## config.mk

```make
export PLATFORM = sky130hd
export DESIGN_NAME = pump_sequencer_flat
export DESIGN_NICKNAME = d
export VERILOG_FILES = /design/src/rtl/pump_sequencer_if.sv /design/src/rtl/pump_sequencer.sv /design/src/flat_wrapper.sv
export SDC_FILE = /design/constraint.sdc
export NUM_CORES = 1
export LEC_CHECK = 0
export ABC_AREA = 0
export BUFFER_PORTS_ARGS = -buffer_cell sky130_fd_sc_hd__clkbuf_2
export CAP_MARGIN = 20
export CORE_ASPECT_RATIO = 1.25
export CORE_UTILIZATION = 45
export DETAILED_ROUTE_END_ITERATION = 16
export PLACE_DENSITY = 0.65
export SETUP_SLACK_MARGIN = 0.2
export SLEW_MARGIN = 40
export SYNTH_ARGS = -nofsm -noshare
export SYNTH_HDL_FRONTEND = slang
export SYNTH_SLANG_ARGS = --single-unit
```

## constraint.sdc

```tcl
create_clock -name clk_100MHz -period 2.9 [get_ports clk_100MHz]
set_input_delay 0.435 -clock clk_100MHz [delete_from_list [all_inputs] [get_ports clk_100MHz]]
set_output_delay 0.435 -clock clk_100MHz [all_outputs]
set_load 0.005 [all_outputs]
```

## src/rtl/pump_sequencer_if.sv

```systemverilog
// Signal bundle between the pump sequencer and its controller: operator
// inputs and level measurement toward the sequencer, pump drive and status back.
interface pump_sequencer_if;
    logic        enable;
    logic [7:0]  level;
    logic        level_valid;
    logic [7:0]  high_threshold;
    logic [7:0]  low_threshold;
    logic        fault_clear;
    logic        pump_on;
    logic        alarm_timeout;
    logic        alarm_overflow;
    logic [1:0]  state;
    logic [15:0] start_count;

    // Controller side: drives commands and measurements, observes status.
    modport master (
        output enable, level, level_valid, high_threshold, low_threshold, fault_clear,
        input  pump_on, alarm_timeout, alarm_overflow, state, start_count
    );

    // Sequencer side: consumes commands and measurements, drives status.
    modport slave (
        input  enable, level, level_valid, high_threshold, low_threshold, fault_clear,
        output pump_on, alarm_timeout, alarm_overflow, state, start_count
    );
endinterface

```

## src/rtl/pump_sequencer.sv

```systemverilog
// Tank fill pump sequencer.
// OFF -> FILL when the level drops to the low threshold, FILL -> DWELL when
// the high threshold is reached or filling is no longer permitted, DWELL holds
// the pump off for MIN_OFF cycles before returning to OFF. A FILL lasting
// FILL_TIMEOUT cycles, or any out-of-range level, latches FAULT until cleared.
// All outputs are registered; the pump drive is a decode of the next state.
module pump_sequencer #(
    parameter logic [31:0] FILL_TIMEOUT = 32'd500_000_000,
    parameter logic [31:0] MIN_OFF      = 32'd100_000_000
) (
    input  logic              clk_100MHz,
    input  logic              reset,
    pump_sequencer_if.slave   bus
);

    localparam logic [1:0] ST_OFF   = 2'd0;
    localparam logic [1:0] ST_FILL  = 2'd1;
    localparam logic [1:0] ST_DWELL = 2'd2;
    localparam logic [1:0] ST_FAULT = 2'd3;

    // Largest physically meaningful level reading, in percent.
    localparam logic [7:0] LEVEL_MAX = 8'd100;

    // Terminal timer values: the transition fires on the edge that ends
    // the cycle in which the timer holds this value.
    localparam logic [31:0] FILL_LAST  = FILL_TIMEOUT - 32'd1;
    localparam logic [31:0] DWELL_LAST = MIN_OFF - 32'd1;

    logic [1:0]  state_q, state_d;
    logic [31:0] timer_q, timer_d;
    logic        pump_on_q, pump_on_d;
    logic        alarm_timeout_q, alarm_timeout_d;
    logic        alarm_overflow_q, alarm_overflow_d;
    logic [15:0] start_count_q, start_count_d;

    logic thresholds_ok;
    logic level_overflow;
    logic high_reached;
    logic start_request;
    logic stop_request;
    logic fill_expired;
    logic dwell_expired;

    // Start counter holds at all-ones instead of wrapping to zero.
    function automatic logic [15:0] sat_inc16(input logic [15:0] value);
        if (value == 16'hFFFF) begin
            return value;
        end
        return value + 16'd1;
    endfunction

    // Condition decode, recomputed every cycle from the live inputs so a
    // threshold change during FILL affects the very next stop decision.
    always_comb begin
        thresholds_ok  = (bus.low_threshold < bus.high_threshold) &&
                         (bus.high_threshold <= LEVEL_MAX);
        level_overflow = bus.level_valid && (bus.level > LEVEL_MAX);
        high_reached   = bus.level_valid && (bus.level >= bus.high_threshold);
        start_request  = bus.enable && bus.level_valid && thresholds_ok &&
                         (bus.level <= bus.low_threshold);
        stop_request   = high_reached || !bus.enable || !thresholds_ok;
        fill_expired   = (timer_q == FILL_LAST);
        dwell_expired  = (timer_q == DWELL_LAST);
    end

    // Next-state logic; overflow pre-empts every state, including a
    // coincident fault_clear, so the alarm cannot be cleared while the
    // bad reading persists.
    always_comb begin
        state_d          = state_q;
        timer_d          = timer_q;
        alarm_timeout_d  = alarm_timeout_q;
        alarm_overflow_d = alarm_overflow_q;
        start_count_d    = start_count_q;

        if (level_overflow) begin
            state_d          = ST_FAULT;
            alarm_overflow_d = 1'b1;
            timer_d          = 32'd0;
        end else begin
            case (state_q)
                ST_OFF: begin
                    timer_d = 32'd0;
                    if (start_request) begin
                        state_d       = ST_FILL;
                        start_count_d = sat_inc16(start_count_q);
                    end
                end
                ST_FILL: begin
                    if (fill_expired) begin
                        // Timeout outranks a stop condition seen in the same cycle.
                        state_d         = ST_FAULT;
                        alarm_timeout_d = 1'b1;
                        timer_d         = 32'd0;
                    end else if (stop_request) begin
                        state_d = ST_DWELL;
                        timer_d = 32'd0;
                    end else begin
                        timer_d = timer_q + 32'd1;
                    end
                end
                ST_DWELL: begin
                    // Enable and level are deliberately ignored: the pump
                    // must rest for the full off period after every stop.
                    if (dwell_expired) begin
                        state_d = ST_OFF;
                        timer_d = 32'd0;
                    end else begin
                        timer_d = timer_q + 32'd1;
                    end
                end
                default: begin
                    timer_d = 32'd0;
                    if (bus.fault_clear) begin
                        // Leave through DWELL so a restart still honours MIN_OFF.
                        state_d          = ST_DWELL;
                        alarm_timeout_d  = 1'b0;
                        alarm_overflow_d = 1'b0;
                    end
                end
            endcase
        end

        pump_on_d = (state_d == ST_FILL);
    end

    // State and output registers; reset forces the pump off without waiting for a clock.
    always_ff @(posedge clk_100MHz or posedge reset) begin
        if (reset) begin
            state_q          <= ST_OFF;
            timer_q          <= 32'd0;
            pump_on_q        <= 1'b0;
            alarm_timeout_q  <= 1'b0;
            alarm_overflow_q <= 1'b0;
            start_count_q    <= 16'd0;
        end else begin
            state_q          <= state_d;
            timer_q          <= timer_d;
            pump_on_q        <= pump_on_d;
            alarm_timeout_q  <= alarm_timeout_d;
            alarm_overflow_q <= alarm_overflow_d;
            start_count_q    <= start_count_d;
        end
    end

    assign bus.pump_on        = pump_on_q;
    assign bus.alarm_timeout  = alarm_timeout_q;
    assign bus.alarm_overflow = alarm_overflow_q;
    assign bus.state          = state_q;
    assign bus.start_count    = start_count_q;

endmodule

```

## src/flat_wrapper.sv

```systemverilog
// flat-port wrapper written by rule: the top's interface ports become plain ports
module pump_sequencer_flat 
#(
    parameter logic [31:0] FILL_TIMEOUT = 32'd500_000_000,
    parameter logic [31:0] MIN_OFF      = 32'd100_000_000
)
  (clk_100MHz, reset, bus_enable, bus_level, bus_level_valid, bus_high_threshold, bus_low_threshold, bus_fault_clear, bus_pump_on, bus_alarm_timeout, bus_alarm_overflow, bus_state, bus_start_count);
  pump_sequencer_if bus_i ();
  input  logic clk_100MHz;
  input  logic reset;
  input wire logic [$bits(bus_i.enable)-1:0] bus_enable;
  input wire logic [$bits(bus_i.level)-1:0] bus_level;
  input wire logic [$bits(bus_i.level_valid)-1:0] bus_level_valid;
  input wire logic [$bits(bus_i.high_threshold)-1:0] bus_high_threshold;
  input wire logic [$bits(bus_i.low_threshold)-1:0] bus_low_threshold;
  input wire logic [$bits(bus_i.fault_clear)-1:0] bus_fault_clear;
  output wire logic [$bits(bus_i.pump_on)-1:0] bus_pump_on;
  output wire logic [$bits(bus_i.alarm_timeout)-1:0] bus_alarm_timeout;
  output wire logic [$bits(bus_i.alarm_overflow)-1:0] bus_alarm_overflow;
  output wire logic [$bits(bus_i.state)-1:0] bus_state;
  output wire logic [$bits(bus_i.start_count)-1:0] bus_start_count;
  assign bus_i.enable = bus_enable;
  assign bus_i.level = bus_level;
  assign bus_i.level_valid = bus_level_valid;
  assign bus_i.high_threshold = bus_high_threshold;
  assign bus_i.low_threshold = bus_low_threshold;
  assign bus_i.fault_clear = bus_fault_clear;
  assign bus_pump_on = bus_i.pump_on;
  assign bus_alarm_timeout = bus_i.alarm_timeout;
  assign bus_alarm_overflow = bus_i.alarm_overflow;
  assign bus_state = bus_i.state;
  assign bus_start_count = bus_i.start_count;
  pump_sequencer #(.FILL_TIMEOUT(FILL_TIMEOUT), .MIN_OFF(MIN_OFF)) u_core (.clk_100MHz(clk_100MHz), .reset(reset), .bus(bus_i));
endmodule
```

Word-level counts from Yosys, hierarchy flattened
Index checks and enable logic that the tools add are counted.
{"block": "totals", "n_memories": 0, "ramBits": 0, "mem_bits_ro": 0, "elab_cells": 64, "latchBits": 0, "regBits": 53, "inputBits": 29}
{"block": "op_classes", "mux": 22, "n_bitwise": 2, "order_cmp": 5, "div": 0, "n_shift": 0, "addsub": 2, "reduce_logical": 18, "multipliers": 0, "eq_ne": 9}
{"cell": "2-to-1 mux 32 bit", "n": 4}
{"cell": "case mux 32 bit (2 select lines)", "n": 1}
{"cell": "adder 32 x 1 -> 32 bit (second input constant)", "n": 1}
{"cell": "== test 32 x 27 -> 1 bit (second input constant)", "n": 1}
{"cell": "== test 32 x 29 -> 1 bit (second input constant)", "n": 1}
{"cell": "adder 16 x 1 -> 16 bit (second input constant)", "n": 1}
{"cell": "== test 16 bit (second input constant)", "n": 1}
{"cell": "2-to-1 mux 16 bit", "n": 1}
{"cell": "2-to-1 mux 2 bit", "n": 6}
{"cell": "greater-or-equal comparator 8 bit", "n": 1}
{"cell": "greater-than comparator 8 x 7 -> 1 bit (second input constant)", "n": 1}
{"cell": "<= comparator 8 x 7 -> 1 bit (second input constant)", "n": 1}
{"cell": "<= comparator 8 bit", "n": 1}
{"cell": "< comparator 8 bit", "n": 1}
{"cell": "2-to-1 mux 1 bit", "n": 8}
{"cell": "AND reduction 4 bit", "n": 2}
{"cell": "logical AND 1 bit", "n": 6}
{"cell": "case mux 2 bit (3 select lines)", "n": 1}
{"cell": "== test 2 x 1 -> 1 bit (second input constant)", "n": 2}
{"cell": "inequality test 2 x 1 -> 1 bit (second input constant)", "n": 2}
{"cell": "nonzero test 2 bit", "n": 2}
{"cell": "OR reduction 3 bit", "n": 1}
{"cell": "== test 2 bit (second input constant)", "n": 1}
{"cell": "logical NOT 1 bit", "n": 2}
{"cell": "other kinds (7)", "n": 9}

Logic depth before layout (Yosys ltp)
{"block": "logic_depth", "ltp_word": 9, "depth_mapped": 10}

Least setup slack after synthesis
OpenSTA, ideal clock, no wires.
{"block": "synth_timing", "kind": "input-to-reg", "from": "input bus_low_threshold[5]", "to": "register u_core.start_count_q[8] (netlist: u_core.bus.start_count[8])", "required_time_ns": 2.775, "arrival_time_ns": 2.323, "path_buffers": 1, "setup_ns": 0.125, "setup_slack_ns": 0.452, "cell_stages": 10, "cell_sequence": "inv_1 > ha_1 > a211oi_2 > o21ai_1 > a2111oi_2 > o211ai_1 > nor3_4 > buf_4 > nand4_1 > xnor2_1"}
{"block": "synth_via", "elab_chain_len": 5}
{"item": "start: declaration", "line_no": "flat_wrapper.sv:15", "source": "input wire logic [$bits(bus_i.low_threshold)-1:0] bus_low_threshold;"}
{"item": "< comparator 8 bit", "line_no": "pump_sequencer.sv:55", "source": "thresholds_ok = (bus.low_threshold < bus.high_threshold) &&"}
{"item": "logical AND 1 bit", "line_no": "pump_sequencer.sv:55"}
{"item": "logical AND 1 bit", "line_no": "pump_sequencer.sv:59", "source": "start_request = bus.enable && bus.level_valid && thresholds_ok &&"}
{"item": "logical AND 1 bit *", "line_no": "pump_sequencer.sv:59"}
{"item": "AND reduction 4 bit (no line) *"}
{"item": "end signal: assignment", "line_no": "pump_sequencer.sv:142", "source": "start_count_q <= start_count_d;"}
{"item": "end: declaration", "line_no": "pump_sequencer.sv:34", "source": "logic [15:0] start_count_q, start_count_d;"}
Every way passes the cells marked *; elsewhere a longest branch is shown, timed or not.
A chain may end at the register's enable or synchronous reset.

Worst setup path in the final report
{"block": "layout_timing", "from": "register u_core.timer_q[0]", "to": "register u_core.timer_q[18]"}
{"block": "layout_via", "elab_chain_len": 5}
{"item": "start: declaration", "line_no": "pump_sequencer.sv:30", "source": "logic [31:0] timer_q, timer_d;"}
{"item": "start signal: assignment", "line_no": "pump_sequencer.sv:138", "source": "timer_q <= timer_d;"}
{"item": "adder 32 x 1 -> 32 bit", "line_no": "pump_sequencer.sv:99, pump_sequencer.sv:109"}
{"item": "2-to-1 mux 32 bit", "line_no": "pump_sequencer.sv:95", "source": "end else if (stop_request) begin"}
{"item": "2-to-1 mux 32 bit", "line_no": "pump_sequencer.sv:90", "source": "if (fill_expired) begin"}
{"item": "case mux 32 bit (2 select lines) *", "line_no": "pump_sequencer.sv:81", "source": "case (state_q)"}
{"item": "2-to-1 mux 32 bit *", "line_no": "pump_sequencer.sv:76", "source": "if (level_overflow) begin"}
{"item": "named net u_core.timer_d[18]", "line_no": "pump_sequencer.sv:30"}
Mark *: on every way through the listed nets, which the timed path passes. The rest lies on a longest branch.

==> results.toml <==
[run_status]
status = "finished clean"

[worst_setup_path]
path_class = "flop to flop"
crit_required_ns = 3.09
cp-end-kind = "flop"
critical_path_peak_fanout = 32
worstSetupStartpointType = "flop"
arrival_ns = 2.62

[place]
dpl.hpwl_um = 5055
gp_congestion = 0.7617
dp.cells = 492
dp_slack_ns = 0.2037
port_buffers = 49

[power_and_ir_drop]
p_leak_nw = 1.753
p_per_area_nw_per_um2 = 448.7
swShare_pct = 33.87
p_int_mw = 1.120
worst_ir_drop_vdd_v = 0.0002289
p_sw_uw = 573.5
seq_power_share_pct = 48.8
p_clk_share_pct = 24.4
pwr-share-comb_pct = 26.7
power_mw = 1.693

[detailed_routing]
drt-initial-drc-count = 103
routedWlPerCell_um = 12.96
firstDrtPassIters = 4
ant_nets = 0
drcViolationCount = 0
via_count = 2674
wirelength_um = 6480
vias_per_cell = 5.348

[grt]
grt_max_degree = 33
grt_overflow_total = 0
grt_use_total_pct = 18.27
antenna_found_initial = 0
grt_first_pass_wirelength_um = 11460
grt_pass1_vias = 2609

[synth]
synth_compound_area_share_pct = 6.979
synthTopCellsByCount = "53 x dfrtp_1, 52 x nor2_1, 31 x nand2_1"
post-synth-top-area-cell = "dfrtp_1"
syn_inst = 355
ys_top_cells_by_area = "dfrtp_1 40%, ha_1 11%, xnor2_1 6.8%"
synth_adder_area_share_pct = 11.26
yosys_register_bits = 53
synth_top_family_by_area = "simple AND/OR/NAND/NOR gates"
yosysMostFrequentCell = "dfrtp_1"
muxShareOfSynthArea_pct = 0.3377
synth_edf_count = 0
yosysTopAreaCellShare_pct = 39.77
ys_seq_area_share_pct = 39.77
synth_nets = 414
ys_warn_count = 0
synth_flop_cell = "dfrtp_1"
avgSynthCellArea_um2 = 9.393
netlist_area_um2 = 3334
synth_xor_area_share_pct = 11.56
ys_types = 54
async_flop_share_pct = 100.0
synthSimpleGateAreaFrac_pct = 25.78

[sta]
setup_viol = 0
fin_ws_ns = 0.4781
fin_worst_skew_ns = 0.01105
fin_tns_setup_ns = 0
finalCritPeriodShare_pct = 83.51
rsz0062_at_grt = "false"
slew_violations = 0
hold_viol = 0
maxSlewHeadroom_pct = 57.94
fin_crit_ns = 2.422
tightest_slew_ns = 0.6300
max_freq_mhz = 412.9

[clock_tree]
holdBufCountCts = 0
numCtsBuffers = 5
cts.sinks = 53
clk_pin_slew_ns = 0.10
postCtsSetupBuffers = 0
clk_path_buf_depth = 2
insertion_delay_ns = 0.31
cts_tree = "built"
htree_levels = 2
clock_tree.root_cell = "clkbuf_8"

[cells_and_area]
syn_to_final_growth_pct = 13.17
drive_gt1_share_pct = 18.78
final_util_pct = 53.44
nets = 468
layout.cells.non_filler = 500
antenna_cells = 0

[die]
core_um2 = 7062
start_util_pct = 47.22
die-height_um = 98.24
dieArea_um2 = 7760
row_count = 34
pin_count = 50
die_w_um = 78.99

[worst_hold_path]
hp-class = "input pin to asynchronous set/reset pin"

[job]
drv_cap = 0
[worst max-delay path, stage by stage, from the launching register on]
cell,delay [ns]
dfrtp_1,0.40
ha_1,0.22
and4_1,0.27
nand4_4,0.19
or4_1,0.58
nand2_1,0.13
o31ai_1,0.09
nand3_2,0.09
buf_6,0.24
nor2_1,0.08
[kinds of logic (layout without fill, tap and decap cells)]
group                    after synthesis  in the layout
AND/OR/NAND/NOR                      159            159
adder cells (fa/ha/maj)               30             30
flip-flops                            53             53
multiplexers                           1              1
buffers and inverters                 32             87
AO/OA/AOI/OAI                         36             36
XOR/XNOR                              44             44
[cell usage in the layout (no fill, tap or decap), types with 2 or more instances in the layout]
cell	instances
clkinv_2	2
o21ai_0	12
ha_1	30
nand4b_1	2
nand4_1	16
nand3_1	16
a21oi_1	7
or4_1	2
buf_4	5
nand2_1	31
o21ai_1	2
dfrtp_1	53
inv_1	22
or3_1	2
and4_1	6
clkbuf_8	5
nand2b_1	2
o211ai_1	4
inv_2	2
xnor2_1	26
and3_1	5
nor2_1	52
and2_1	3
nor3b_1	3
o31ai_1	3
nor3_1	3
xor2_1	18
clkbuf_2	49
[metrics by stage]
step	hold WS (ns)	cell area, µm²
floorplan	0.4451	3334
finish	0.1783	3774
CTS	0.1975	3770
global placement	0.4609	3684
detailed placement	0.4614	3684
global route	0.2320	3774
[what timing repair did]
action | CTS | global route
endpoints found under the hold margin | 0 | 0
gates resized for setup | 0 | 1
setup endpoints to repair | 0 | 18
[flip-flops by register name (all words and copies together), names as in the netlist]
| signal | count |
|---|---|
| u_core.bus.alarm_overflow | 1 |
| u_core.timer_q | 32 |
| u_core.bus.start_count | 16 |
| u_core.bus.state | 2 |
| u_core.bus.pump_on | 1 |
| u_core.bus.alarm_timeout | 1 |
[layout make-up]
class | count | area (µm²)
clock buffers | 5 | 68.82
clock inverters | 3 | 17.52
fillers | 688 | 3288
inverters | 24 | 90.09
multi-input cells | 270 | 1864
flip-flops and latches | 53 | 1326
well taps | 90 | 112.6
repair buffers | 55 | 294.0
[per-layer routing]
layer | global-route usage [%] | vias up | routed length, µm
met4 | 5.035 | 0 | 84
met1 | 22.05 | 1288 | 2951
met3 | 2.617 | 5 | 169
met2 | 33.22 | 42 | 3275
li1 | - | 1339 | -
met5 | 0 | - | 0
[power groups by stage]
stage	clock network [mW]	registers, mW	logic (mW)
after global placement	0	0.841	0.440
after floorplan	0	0.837	0.320
after detailed placement	0	0.841	0.453
after CTS	0.429	0.828	0.453
final	0.414	0.827	0.453
after global routing	0.452	0.836	0.521
[final timing paths]
check                                          start                          to  slack (ns)  cells past startpoint
setup / recovery                   u_core.timer_q[0]          u_core.timer_q[18]        0.48                      9
hold / removal                                 reset  u_core.bus.start_count[12]        0.18                      2
setup reg to reg                   u_core.timer_q[0]          u_core.timer_q[18]        0.48                      9
hold reg to reg            u_core.bus.alarm_overflow   u_core.bus.alarm_overflow        0.48                      2
max in group asynchronous                      reset          u_core.timer_q[13]        1.95                      3
min in group clk_100MHz              bus_fault_clear   u_core.bus.alarm_overflow        0.43                      4
Power figures use the tool's default switching activity.
